===== src/rtl/e1_bram_reader_if.sv =====
// RAM read port and output stream of the E1 BRAM reader.
// master = reader side (drives the RAM port and the stream), slave = RAM/consumer side.
interface e1_bram_reader_if #(
  parameter int DATA_WIDTH = 64,
  parameter int ADDR_WIDTH = 6
);
  logic                  en_b;
  logic [ADDR_WIDTH-1:0] addr_b;
  logic [DATA_WIDTH-1:0] dout_b;
  logic                  m_valid;
  logic                  m_ready;
  logic [DATA_WIDTH-1:0] m_data;
  logic                  m_last;

  modport master (
    output en_b, addr_b, m_valid, m_data, m_last,
    input  dout_b, m_ready
  );

  modport slave (
    input  en_b, addr_b, m_valid, m_data, m_last,
    output dout_b, m_ready
  );
endinterface


===== src/rtl/e1_bram_reader.sv =====
// E1 BRAM read-side streaming sequencer: walks a wrapping address range on the
// RAM read port, absorbs the one-cycle read latency and streams words out with
// valid/ready and a last marker.
//
// state   | meaning
// --------+-----------------------------------------------------------
// S_IDLE  | waiting for start; the first read is issued on acceptance
// S_RUN   | issuing reads, one per cycle while credit remains
// S_DRAIN | all reads issued, waiting for the last beat to be taken
// S_DONE  | one-cycle completion pulse
module e1_bram_reader #(
  parameter int DATA_WIDTH = 64,
  parameter int DEPTH      = 64,
  parameter int ADDR_WIDTH = $clog2(DEPTH)
) (
  input  logic                  clk,
  input  logic                  rst_n,
  input  logic                  start,
  input  logic [ADDR_WIDTH-1:0] base_addr,
  input  logic [ADDR_WIDTH:0]   count,
  output logic                  busy,
  output logic                  done,
  e1_bram_reader_if.master      bus
);

  localparam int CW = ADDR_WIDTH + 1;

  typedef enum logic [1:0] {S_IDLE, S_RUN, S_DRAIN, S_DONE} state_t;

  state_t                state_q, state_d;
  logic [CW-1:0]         cnt_q, cnt_d;
  logic [CW-1:0]         issue_cnt_q, issue_cnt_d;
  logic [ADDR_WIDTH-1:0] ptr_q, ptr_d;
  logic [ADDR_WIDTH-1:0] addr_b_q, addr_b_d;
  logic                  en_b_q, en_b_d;
  logic                  tag_b_q, tag_b_d;
  logic                  rd_vld_q, rd_vld_d;
  logic                  rd_tag_q, rd_tag_d;

  logic [DATA_WIDTH-1:0] fifo_data_q [4];
  logic [DATA_WIDTH-1:0] fifo_data_d [4];
  logic                  fifo_tag_q  [4];
  logic                  fifo_tag_d  [4];
  logic [1:0]            wr_ptr_q, wr_ptr_d;
  logic [1:0]            rd_ptr_q, rd_ptr_d;
  logic [2:0]            occ_q, occ_d;

  logic                  fifo_nempty;
  logic                  push;
  logic                  pop;
  logic [3:0]            commit;
  logic                  credit_ok;

  function automatic logic [ADDR_WIDTH-1:0] wrap_inc(input logic [ADDR_WIDTH-1:0] a);
    return (a == ADDR_WIDTH'(DEPTH - 1)) ? '0 : a + 1'b1;
  endfunction

  assign fifo_nempty = (occ_q != 3'd0);
  assign push        = rd_vld_q;
  assign pop         = fifo_nempty & bus.m_ready;

  // Reads already committed (queued, at the RAM, or being issued now) minus the
  // beat leaving this cycle; a new read is allowed only if the total stays <= 4,
  // so a freed slot is reused on the very next issue.
  assign commit    = {1'b0, occ_q} + {3'b000, en_b_q} + {3'b000, rd_vld_q} - {3'b000, pop};
  assign credit_ok = (commit < 4'd4);

  // Sequencer next-state and read-issue logic.
  always_comb begin
    state_d     = state_q;
    cnt_d       = cnt_q;
    issue_cnt_d = issue_cnt_q;
    ptr_d       = ptr_q;
    addr_b_d    = addr_b_q;
    en_b_d      = 1'b0;
    tag_b_d     = 1'b0;
    rd_vld_d    = en_b_q;
    rd_tag_d    = tag_b_q;

    case (state_q)
      S_IDLE: begin
        if (start) begin
          if (count == '0) begin
            state_d = S_DONE;
          end else begin
            cnt_d       = count;
            issue_cnt_d = CW'(1);
            en_b_d      = 1'b1;
            addr_b_d    = base_addr;
            ptr_d       = wrap_inc(base_addr);
            tag_b_d     = (count == CW'(1));
            state_d     = S_RUN;
          end
        end
      end
      S_RUN: begin
        if (issue_cnt_q == cnt_q) begin
          state_d = S_DRAIN;
        end else if (credit_ok) begin
          en_b_d      = 1'b1;
          addr_b_d    = ptr_q;
          ptr_d       = wrap_inc(ptr_q);
          issue_cnt_d = issue_cnt_q + CW'(1);
          tag_b_d     = (issue_cnt_q + CW'(1) == cnt_q);
          if (issue_cnt_q + CW'(1) == cnt_q) begin
            state_d = S_DRAIN;
          end
        end
      end
      S_DRAIN: begin
        if (pop && fifo_tag_q[rd_ptr_q]) begin
          state_d = S_DONE;
        end
      end
      S_DONE: begin
        state_d = S_IDLE;
      end
      default: begin
        state_d = S_IDLE;
      end
    endcase
  end

  // In-order 4-entry FIFO capturing RAM data the cycle after each read.
  always_comb begin
    fifo_data_d = fifo_data_q;
    fifo_tag_d  = fifo_tag_q;
    if (push) begin
      fifo_data_d[wr_ptr_q] = bus.dout_b;
      fifo_tag_d[wr_ptr_q]  = rd_tag_q;
    end
    wr_ptr_d = wr_ptr_q + {1'b0, push};
    rd_ptr_d = rd_ptr_q + {1'b0, pop};
    occ_d    = occ_q + {2'b00, push} - {2'b00, pop};
  end

  // State, read pipeline and FIFO registers.
  always_ff @(posedge clk) begin
    if (!rst_n) begin
      state_q     <= S_IDLE;
      cnt_q       <= '0;
      issue_cnt_q <= '0;
      ptr_q       <= '0;
      addr_b_q    <= '0;
      en_b_q      <= 1'b0;
      tag_b_q     <= 1'b0;
      rd_vld_q    <= 1'b0;
      rd_tag_q    <= 1'b0;
      fifo_data_q <= '{default: '0};
      fifo_tag_q  <= '{default: 1'b0};
      wr_ptr_q    <= '0;
      rd_ptr_q    <= '0;
      occ_q       <= '0;
    end else begin
      state_q     <= state_d;
      cnt_q       <= cnt_d;
      issue_cnt_q <= issue_cnt_d;
      ptr_q       <= ptr_d;
      addr_b_q    <= addr_b_d;
      en_b_q      <= en_b_d;
      tag_b_q     <= tag_b_d;
      rd_vld_q    <= rd_vld_d;
      rd_tag_q    <= rd_tag_d;
      fifo_data_q <= fifo_data_d;
      fifo_tag_q  <= fifo_tag_d;
      wr_ptr_q    <= wr_ptr_d;
      rd_ptr_q    <= rd_ptr_d;
      occ_q       <= occ_d;
    end
  end

  // Head of FIFO is zeroed when empty so stale entries never show on the stream.
  assign bus.en_b    = en_b_q;
  assign bus.addr_b  = addr_b_q;
  assign bus.m_valid = fifo_nempty;
  assign bus.m_data  = fifo_nempty ? fifo_data_q[rd_ptr_q] : '0;
  assign bus.m_last  = fifo_nempty & fifo_tag_q[rd_ptr_q];
  assign busy        = (state_q == S_RUN) || (state_q == S_DRAIN);
  assign done        = (state_q == S_DONE);

endmodule

===== src/flat_wrapper.sv =====
// flat-port wrapper written by rule: the top's interface ports become plain ports
module e1_bram_reader_flat 
#(
  parameter int DATA_WIDTH = 64,
  parameter int DEPTH      = 64,
  parameter int ADDR_WIDTH = $clog2(DEPTH)
)
  (clk, rst_n, start, base_addr, count, busy, done, bus_en_b, bus_addr_b, bus_m_valid, bus_m_data, bus_m_last, bus_dout_b, bus_m_ready);
  e1_bram_reader_if #(.DATA_WIDTH(DATA_WIDTH), .ADDR_WIDTH(ADDR_WIDTH)) bus_i ();
  input  logic clk;
  input  logic rst_n;
  input  logic start;
  input  logic [ADDR_WIDTH-1:0] base_addr;
  input  logic [ADDR_WIDTH:0] count;
  output logic busy;
  output logic done;
  output wire logic [$bits(bus_i.en_b)-1:0] bus_en_b;
  output wire logic [$bits(bus_i.addr_b)-1:0] bus_addr_b;
  output wire logic [$bits(bus_i.m_valid)-1:0] bus_m_valid;
  output wire logic [$bits(bus_i.m_data)-1:0] bus_m_data;
  output wire logic [$bits(bus_i.m_last)-1:0] bus_m_last;
  input wire logic [$bits(bus_i.dout_b)-1:0] bus_dout_b;
  input wire logic [$bits(bus_i.m_ready)-1:0] bus_m_ready;
  assign bus_en_b = bus_i.en_b;
  assign bus_addr_b = bus_i.addr_b;
  assign bus_m_valid = bus_i.m_valid;
  assign bus_m_data = bus_i.m_data;
  assign bus_m_last = bus_i.m_last;
  assign bus_i.dout_b = bus_dout_b;
  assign bus_i.m_ready = bus_m_ready;
  e1_bram_reader #(.DATA_WIDTH(DATA_WIDTH), .DEPTH(DEPTH), .ADDR_WIDTH(ADDR_WIDTH)) u_core (.clk(clk), .rst_n(rst_n), .start(start), .base_addr(base_addr), .count(count), .busy(busy), .done(done), .bus(bus_i));
endmodule

===== config.mk =====
export PLATFORM = sky130hd
export DESIGN_NAME = e1_bram_reader_flat
export DESIGN_NICKNAME = d
export VERILOG_FILES = /design/src/rtl/e1_bram_reader_if.sv /design/src/rtl/e1_bram_reader.sv /design/src/flat_wrapper.sv
export SDC_FILE = /design/constraint.sdc
export NUM_CORES = 1
export LEC_CHECK = 0
export BUFFER_PORTS_ARGS = -buffer_cell sky130_fd_sc_hd__buf_2
export CAP_MARGIN = 30
export CORE_ASPECT_RATIO = 2
export CORE_UTILIZATION = 50
export CTS_CLUSTER_SIZE = 16
export DETAILED_ROUTE_END_ITERATION = 10
export HOLD_SLACK_MARGIN = 0.03
export PLACE_DENSITY = 0.68
export SYNTH_ARGS = -nofsm -noshare
export SYNTH_HDL_FRONTEND = slang
export SYNTH_SLANG_ARGS = --single-unit

===== constraint.sdc =====
create_clock -name clk -period 5.1 [get_ports clk]
set_input_delay 0.51 -clock clk [delete_from_list [all_inputs] [get_ports clk]]
set_output_delay 0.51 -clock clk [all_outputs]
set_load 0.05 [all_outputs]

=== Word-level counts from Yosys, hierarchy flattened ===
Cells that the tools add are included.

* Flip-flop bits (word level): 299
* Input bits: 81
* Output and inout port bits: 75
* Logic and storage cells: 111

* Add/subtract/negate cells: 10
* $lt $le $gt $ge: 4
* Equality and inequality tests: 15
* Mux-type cells: 47
* Bitwise operators: 5
* Reductions and logical operators: 10

{| class="wikitable"
|+ Operator list
! cell !! count
|-
| bitwise mux 256 bit || 1
|-
| 2-to-1 mux 64 bit || 4
|-
| binary-select mux 64 bit (select 2 bit) || 1
|-
| demux 64 bit (select 2 bit) || 1
|-
| 2-to-1 mux 6 bit || 10
|-
| 2-to-1 mux 7 bit || 4
|-
| one-hot mux 6 bit (2 select lines) || 2
|-
| equality test 7 bit || 2
|-
| one-hot mux 7 bit (2 select lines) || 1
|-
| adder 6 x 1 -> 6 bit (second input constant) || 2
|-
| equality test 6 bit (second input constant) || 2
|-
| 2-to-1 mux 2 bit || 6
|-
| 2-to-1 mux 1 bit || 11
|-
| one-hot mux 2 bit (4 select lines) || 1
|-
| adder 7 x 1 -> 7 bit (second input constant) || 1
|-
| equality test 7 x 1 -> 1 bit (second input constant) || 1
|-
| logical NOT 7 bit || 1
|-
| greater-or-equal comparator 3 bit (second input constant) || 2
|-
| != test 2 bit (second input constant) || 3
|-
| != test 3 x 1 -> 1 bit (second input constant) || 2
|-
| inverter 2 -> 3 bit || 2
|-
| AND reduction 5 bit || 1
|-
| adder 2 x 1 -> 2 bit || 2
|-
| adder 3 x 1 -> 4 bit || 1
|-
| other kinds (22) || 27
|}

=== Logic depth before layout (Yosys ltp) ===
Gate-level depths: netlist (run 1).

* Word-level depth: 7
* Depth in mapped cells: 15
* Gate-level depth less buffers: 11

=== Worst setup path before layout (run 1) ===
OpenSTA, ideal clock, no wires.

* Kind: register to register
* Start: reg u_core.occ_q[1]
* End: reg u_core.ptr_q[0]
* Setup time: 116 ps
* Arrival time: 2559 ps
* Data required time: 4984 ps
* Path slack: 2425 ps
* Cell stages (with the launch flop): 15
* Buffers on the path: 3
* Period minus slack after synthesis: 2675 ps
* Path through: dfxtp_1 inv_1 nand3_1 clkbuf_1 nand3_1 o21ai_0 ha_1 nand3_2 and4_1 or3_1 buf_6 a31oi_4 buf_6 nor2_1 a31o_2

* Word-level cells in the longest chain between the ends: 6
* Elaborated cells between the ends (all ways): 8
* Classes of those cells: add/sub: 3; order compare: 1; eq/ne: 1; bitwise: 1; reduce/logical: 2

{| class="wikitable"
|+ RTL lines
! item !! RTL line !! RTL
|-
| from (decl) || e1_bram_reader.sv:46 || <nowiki>logic [2:0] occ_q, occ_d;</nowiki>
|-
| from (signal assigned) || e1_bram_reader.sv:153 || <nowiki>occ_q <= '0;</nowiki>
|-
| from (signal assigned) || e1_bram_reader.sv:168 || <nowiki>occ_q <= occ_d;</nowiki>
|-
| adder 3 x 1 -> 4 bit or nonzero test 3 bit (tied branches) || e1_bram_reader.sv:65, e1_bram_reader.sv:58 ||
|-
| adder 4 x 1 -> 4 bit or AND 1 bit (tied branches) || e1_bram_reader.sv:65, e1_bram_reader.sv:60 ||
|-
| subtractor 4 x 1 -> 4 bit * || e1_bram_reader.sv:65 || <nowiki>assign commit = {1'b0, occ_q} + {3'b000, en_b_q} + {3'b000, rd_vld_q} - {3'b000, pop};</nowiki>
|-
| less-than comparator 4 x 3 -> 1 bit * || e1_bram_reader.sv:66 || <nowiki>assign credit_ok = (commit < 4'd4);</nowiki>
|-
| != test 2 x 1 -> 1 bit (no line) * || -- ||
|-
| AND reduction 5 bit (no line) * || -- ||
|-
| to (signal assigned) || e1_bram_reader.sv:158 || <nowiki>ptr_q <= ptr_d;</nowiki>
|-
| to (decl) || e1_bram_reader.sv:33 || <nowiki>logic [ADDR_WIDTH-1:0] ptr_q, ptr_d;</nowiki>
|}

Every way passes the cells marked *; elsewhere a longest branch is shown, timed or not.
A chain may end at the register's enable or synchronous reset.

=== Final worst setup path (run 1) ===
* Start: reg u_core.rd_ptr_q[0]
* End: out bus_m_data[51]

* Word-level cells in the longest chain between the ends: 5

{| class="wikitable"
|+ RTL lines
! item !! RTL line !! RTL
|-
| from (decl) || e1_bram_reader.sv:45 || <nowiki>logic [1:0] rd_ptr_q, rd_ptr_d;</nowiki>
|-
| from (signal assigned) || e1_bram_reader.sv:167 || <nowiki>rd_ptr_q <= rd_ptr_d;</nowiki>
|-
| inverter 2 -> 3 bit (implied by the code) || e1_bram_reader.sv:176 || <nowiki>assign bus.m_data = fifo_nempty ? fifo_data_q[rd_ptr_q] : '0;</nowiki>
|-
| binary-select mux 64 bit (select 2 bit) || e1_bram_reader.sv:176 ||
|-
| 2-to-1 mux 64 bit (implied by the code) (2 in series) || e1_bram_reader.sv:176 ||
|-
| 2-to-1 mux 64 bit || e1_bram_reader.sv:176 ||
|-
| to (decl) || flat_wrapper.sv:20 || <nowiki>output wire logic [$bits(bus_i.m_data)-1:0] bus_m_data;</nowiki>
|}

No other way between the ends. The select of a mux whose other input is x is not followed.

==> flow_metrics.tcl, run 1 <==
set metrics [dict create \
    hold_viol 0 \
    synthesis.nets 1663 \
    fin_crit_ns 3.41 \
    hold_buffers 0 \
    post_cts_resized 0 \
    synth_top_flop_cell "dfxtp_1" \
    synthTopCellsByArea "dfxtp_1, nand2_1, a21boi_0, mux4_2, and2_1" \
    regToRegSetupSlack_ns 2.22 \
    fin_skew_ns 0.0207 \
    power_frac_clock_pct 32.2 \
    crit_required_ns 4.59 \
    drt.antenna.violating_nets 0 \
    placedCellCount 1967 \
    cts_tree "done" \
    final_common_cell "nand2_1" \
    yosysUniqueCellTypes 60 \
    worstPathMaxFanout 38 \
    hpwl_mm 21.9 \
    finalNonFillerCells 2019 \
    holdWs_ns 0.232 \
    io_pins 156 \
    wl_mm 35.8 \
    drive_above_1_share_pct 18.0 \
    power_frac_comb_pct 26.1 \
    grt_use_total_pct 25.4 \
    cp.arrival_ns 2.90 \
    synth_top_area_share_pct 43.2 \
    report.final.slew_viol_count 0 \
    dieArea_um2 28400 \
    p_total_mw 6.41 \
    fin_util_pct 57.9 \
    async_flop_share_pct 0 \
    grt_overflow_total 0 \
    status "complete, no violations" \
    yosysSeqAreaShare_pct 43.2 \
    intPower_mw 4.23 \
    htreeDepth 1 \
    hold_path.class "in -> reg" \
    clk_latency_ns 0.56 \
    num_rows 85 \
    area_growth_pct 13.3 \
    grt_pass1_wl_mm 57.6 \
    placed_cell_area_um2 14800 \
    place_ws_ns 2.12 \
    cts.path.max_buffers 3 \
    drt-initial-drc-count 620 \
    ys_warn_count 0 \
    critPathKind "reg -> out" \
    synth_top_area_cell "dfxtp_1" \
    avgSynthCellArea_um2 8.84 \
    synth_area_um2 13900 \
    grt_setup_unrepaired "false" \
    drc_errors 0 \
    syn-instance-count 1569 \
    clock_sinks 299 \
    post_cts_buffers 0 \
    vias_per_cell 5.54 \
    ys_seq_elements 299 \
    fin_ws_ns 1.69 \
    grt_pass1_vias 11300 \
    initial_utilization_pct 51.1 \
    slew_headroom_pct 37.0 \
    fin_setup_tns_ns 0 \
    gp_congestion 0.849 \
    finalInstanceArea_um2 15700 \
    firstDrtPassIters 5 \
    ir_drop_v 0.000343 \
    die_x_um 120 \
    seqPwrFrac_pct 41.7 \
    p_sw_share_pct 34.0 \
    die_h_um 238 \
    synth_edf_count 0 \
    p_leak_nw 5.57 \
    clk_pin_slew_ns 0.07 \
    worstMarginPinSlew_ns 0.946 \
    core_um2 27100 \
    min_period_over_period_pct 66.9 \
    fmax_mhz 293 \
    io_buffers 155 \
    startpoint_type "register" \
    maxCapViolCount 0 \
    post_drt_wl_per_cell_um 17.7 \
    final_cell_mix "nand2_1, dfxtp_1, a21boi_0" \
    antenna_found_initial 2 \
    p_sw_mw 2.18 \
    grt_max_degree 220 \
    cts_buffers 27 \
    nets 1742 \
    p_per_area_nw_per_um2 408 \
    cp-end-kind "output port" \
    cts-root-buf "clkbuf_16" \
    num_vias 11200 \
    setup_violations 0 \
]
-- worst max-delay path, stage by stage (launching register included) --
cell and delay [ns]:
dfxtp_4 0.87, buf_4 0.53, mux4_2 0.57, and2_1 0.17
buf_2 0.20
-- layout make-up --
| type | count | area [um2] |
|---|---|---|
| Sequential cell | 299 | 5990 |
| Inverter | 17 | 63.8 |
| Timing Repair Buffer | 169 | 948 |
| Clock buffer | 37 | 773 |
| Tap cell | 348 | 435 |
| Clock inverter | 11 | 125 |
| Antenna cell | 4 | 10.0 |
| Multi-Input combinational cell | 1134 | 7360 |
| Fill cell | 2487 | 11400 |
-- state kept, by name, indices dropped and copies added, names as in the netlist, 2 cells and up --
register / cells
u_core.bus.addr_b: 6
u_core.cnt_q: 7
u_core.fifo_data_q: 256
u_core.fifo_tag_q: 4
u_core.issue_cnt_q: 7
u_core.occ_q: 3
u_core.ptr_q: 6
u_core.rd_ptr_q: 2
u_core.state_q: 2
u_core.wr_ptr_q: 2
-- kinds of logic (layout without fill, tap and decap cells) --
| group | after synthesis | after routing | synth area share (%) |
|---|---|---|---|
| XOR/XNOR | 16 | 16 | 1.01 |
| AND/OR/NAND/NOR | 696 | 696 | 21.6 |
| multiplexers | 77 | 77 | 11.3 |
| flip-flops | 299 | 299 | 43.2 |
| AO/OA/AOI/OAI | 332 | 332 | 17.6 |
| buffers and inverters | 136 | 234 | 3.97 |
| other | 0 | 4 | 0 |
| adder cells (fa/ha/maj) | 13 | 13 | 1.23 |
-- metal layers --
metal  wire length [um]  global-route usage [%]
met1              13800                    28.7
met2              19100                    47.3
met3               1630                    2.57
met4               1270                    11.1
met5                  0                       0
-- power groups by stage --
stage	Sequential [mW]	Combinational, mW	Clock [mW]
finish	2.67	1.67	2.07
global route	2.70	1.83	2.21
CTS	2.68	1.70	2.11
detailed placement	2.73	1.69	0
global placement	2.72	1.66	0
floorplan	2.66	1.33	0
-- Yosys cell counts (all sizes together) (12+ instances only) --
cell type    n
dfxtp      299
inv         17
buf         19
mux2i       12
ha          12
nand2      541
clkbuf     100
a21boi     266
mux4        64
o21ai       27
and2        72
nand3       18
-- worst paths after layout --
path | start | endpoint | cells past startpoint
worst min-delay path | bus_dout_b[35] | u_core.fifo_data_q[163] | 3
worst min register to register | u_core.rd_tag_d | u_core.rd_tag_q | 1
worst max-delay path | u_core.rd_ptr_q[0] | bus_m_data[51] | 4
worst max register to register | u_core.occ_q[1] | u_core.ptr_q[0] | 11
(Power assumes the default switching activity.)
==> inputs of run 2 (changes only) <==
--- a/config.mk
+++ b/config.mk
@@ -5,6 +5,7 @@
 export SDC_FILE = /design/constraint.sdc
 export NUM_CORES = 1
 export LEC_CHECK = 0
+export ABC_AREA = 1
 export BUFFER_PORTS_ARGS = -buffer_cell sky130_fd_sc_hd__buf_2
 export CAP_MARGIN = 30
 export CORE_ASPECT_RATIO = 2
==> constraint.sdc (replaced) <==
create_clock -name clk -period 3.4 [get_ports clk]
set_input_delay 0.34 -clock clk [delete_from_list [all_inputs] [get_ports clk]]
set_output_delay 0.34 -clock clk [all_outputs]
set_load 0.05 [all_outputs]
==> flow_metrics.tcl, run 2 <==
set metrics [dict create \
    nets 2102 \
    die_h_um 234 \
    setup_violations 0 \
    synth_edf_count 0 \
    fin_skew_ns 0.0203 \
    avgSynthCellArea_um2 6.92 \
    async_flop_share_pct 0 \
    cts-root-buf "clkbuf_16" \
    top_regs "u_core.fifo_data_q (256), u_core.cnt_q (7), u_core.issue_cnt_q (7)" \
    grt_max_degree 195 \
    io_pins 156 \
    clk_latency_ns 0.56 \
    synth_top_area_share_pct 44.4 \
    ys_seq_elements 299 \
    clk_pin_slew_ns 0.07 \
    htreeDepth 1 \
    multi_input_area_um2 6480 \
    grt_overflow_total 0 \
    yosysUniqueCellTypes 37 \
    gp_congestion 0.849 \
    reg2reg_depth 20 \
    grt_use_total_pct 26.8 \
    crit_required_ns 3.06 \
    drt.antenna.violating_nets 0 \
    clock_sinks 299 \
    yosysSeqAreaShare_pct 44.4 \
    initial_utilization_pct 51.1 \
    maxCapViolCount 0 \
    worstMarginPinSlew_ns 0.921 \
    antenna_found_initial 2 \
    firstDrtPassIters 8 \
    num_rows 84 \
    regMostFlops "u_core.fifo_data_q" \
    cp-end-kind "output port" \
    post_cts_resized 0 \
    synthTopCellsByCount "nor2_1, o21ai_0, dfxtp_1" \
    regArea_um2 5990 \
    worstPathMaxFanout 194 \
    p_leak_nw 6.48 \
    fin_setup_tns_ns 0 \
    final_cell_mix "nor2_1, o21ai_0, dfxtp_1" \
    startpoint_type "register" \
    ir_drop_v 0.000518 \
    status "complete, no violations" \
    fin_crit_ns 2.91 \
    nFillCells 2576 \
    drive_above_1_share_pct 12.6 \
    fmax_mhz 343 \
    ys_warn_count 0 \
    cts.path.max_buffers 3 \
    cts_buffers 28 \
    hold_viol 0 \
    drc_errors 0 \
    num_vias 12800 \
    grt_pass1_vias 12000 \
    io_buffers 155 \
    grt_setup_unrepaired "false" \
    p_per_area_nw_per_um2 798 \
    min_period_over_period_pct 85.7 \
    drt-initial-drc-count 1082 \
    area_growth_pct 14.1 \
    syn-instance-count 1948 \
    min_path_cells 3 \
    final_common_cell "nor2_1" \
    place_ws_ns 0.680 \
    synth_top_flop_cell "dfxtp_1" \
    grt_pass1_wl_mm 60.2 \
    hold_path.class "in -> reg" \
    critPathKind "reg -> out" \
    vias_per_cell 5.40 \
    synthTopCellsByArea "dfxtp_1, nor2_1, o21ai_0, a21oi_1, nand2_1" \
    synth_area_um2 13500 \
    post_drt_wl_per_cell_um 15.8 \
    hpwl_mm 21.7 \
    cts_tree "done" \
    synth.most_common_cell "nor2_1" \
    slew_headroom_pct 38.6 \
    report.final.slew_viol_count 0 \
    synthesis.nets 2042 \
    dieArea_um2 27700 \
    fin_ws_ns 0.486 \
    cp.arrival_ns 2.57 \
    core_um2 26400 \
    die_x_um 118 \
    wl_mm 37.6 \
    largest_reg_flops 256 \
    synth_top_area_cell "dfxtp_1" \
]
==> run 2: worst max-delay path, cell delays in order, from the launching register on <==
cell and delay (ns):
dfxtp_4 0.36, buf_12 0.59, nor2_1 0.11, nor2_1 0.12, o21ai_0 0.09, a21oi_1 0.28
buf_2 0.33
==> run 2: final timing paths <==
kind	to	from	slack, ns
min reg2reg	u_core.fifo_data_q[20]	u_core.fifo_data_q[20]	0.45
min	u_core.fifo_data_q[165]	bus_dout_b[37]	0.05
max reg2reg	u_core.ptr_q[4]	u_core.occ_q[1]	0.68
max	bus_m_data[50]	u_core.rd_ptr_q[0]	0.49
==> run 2: repair_timing <==
action	CTS	global route
hold buffers	3	0
setup buffers	0	0
endpoints found under the hold margin	4	0
setup endpoints to repair	0	0
==> run 2: cell families (layout without fill, tap and decap cells) <==
| logic type | Yosys count | count (layout) | synth area share [%] |
|---|---|---|---|
| buffers and inverters | 264 | 344 | 7.70 |
| DFF | 299 | 299 | 44.4 |
| AOI/OAI and AO/OA | 560 | 560 | 22.1 |
| muxes | 5 | 5 | 0.381 |
| xor gates and xnor gates | 12 | 12 | 0.780 |
| other | 0 | 2 | 0 |
| adders and majority gates | 13 | 13 | 1.26 |
| and+or+nand+nor | 795 | 795 | 23.4 |
==> run 2: final cells by class <==
type                            count  area share, %
Timing Repair Buffer              178           6.83
Inverter                          116           2.88
Tap cell                          344           2.80
Clock buffer                       43           5.58
Clock inverter                      7          0.757
Antenna cell                        2         0.0325
Sequential cell                   299           39.0
Multi-Input combinational cell   1385           42.2
==> run 2: routing by layer <==
layer	GRT usage, %	part of all wire, %
met1	30.2	40
met3	3.28	4.3
met5	0	0
met2	50.0	52
met4	11.8	3.2
==> run 2: power breakdown <==
group	switching [mW]	leakage (nW)	internal [mW]
Combinational	3.67	3.59	1.27
Sequential	0.217	2.42	3.79
Clock	1.36	0.477	1.96
Total	5.24	6.48	7.02
==> run 2: per-stage QoR <==
stage	std cells	utilization [%]	hold slack, ns	instance area, um2	total power, mW
finish	2374	58.3	0.0472	15400	12.3
global route	2374	58.3	0.0471	15400	13.0
CTS	2372	58.3	0.0314	15400	12.4
detailed placement	2319	54.5	0.430	14400	9.02
global placement	2319	54.5	0.437	14400	8.95
floorplan	1948	-	0.390	13500	7.83
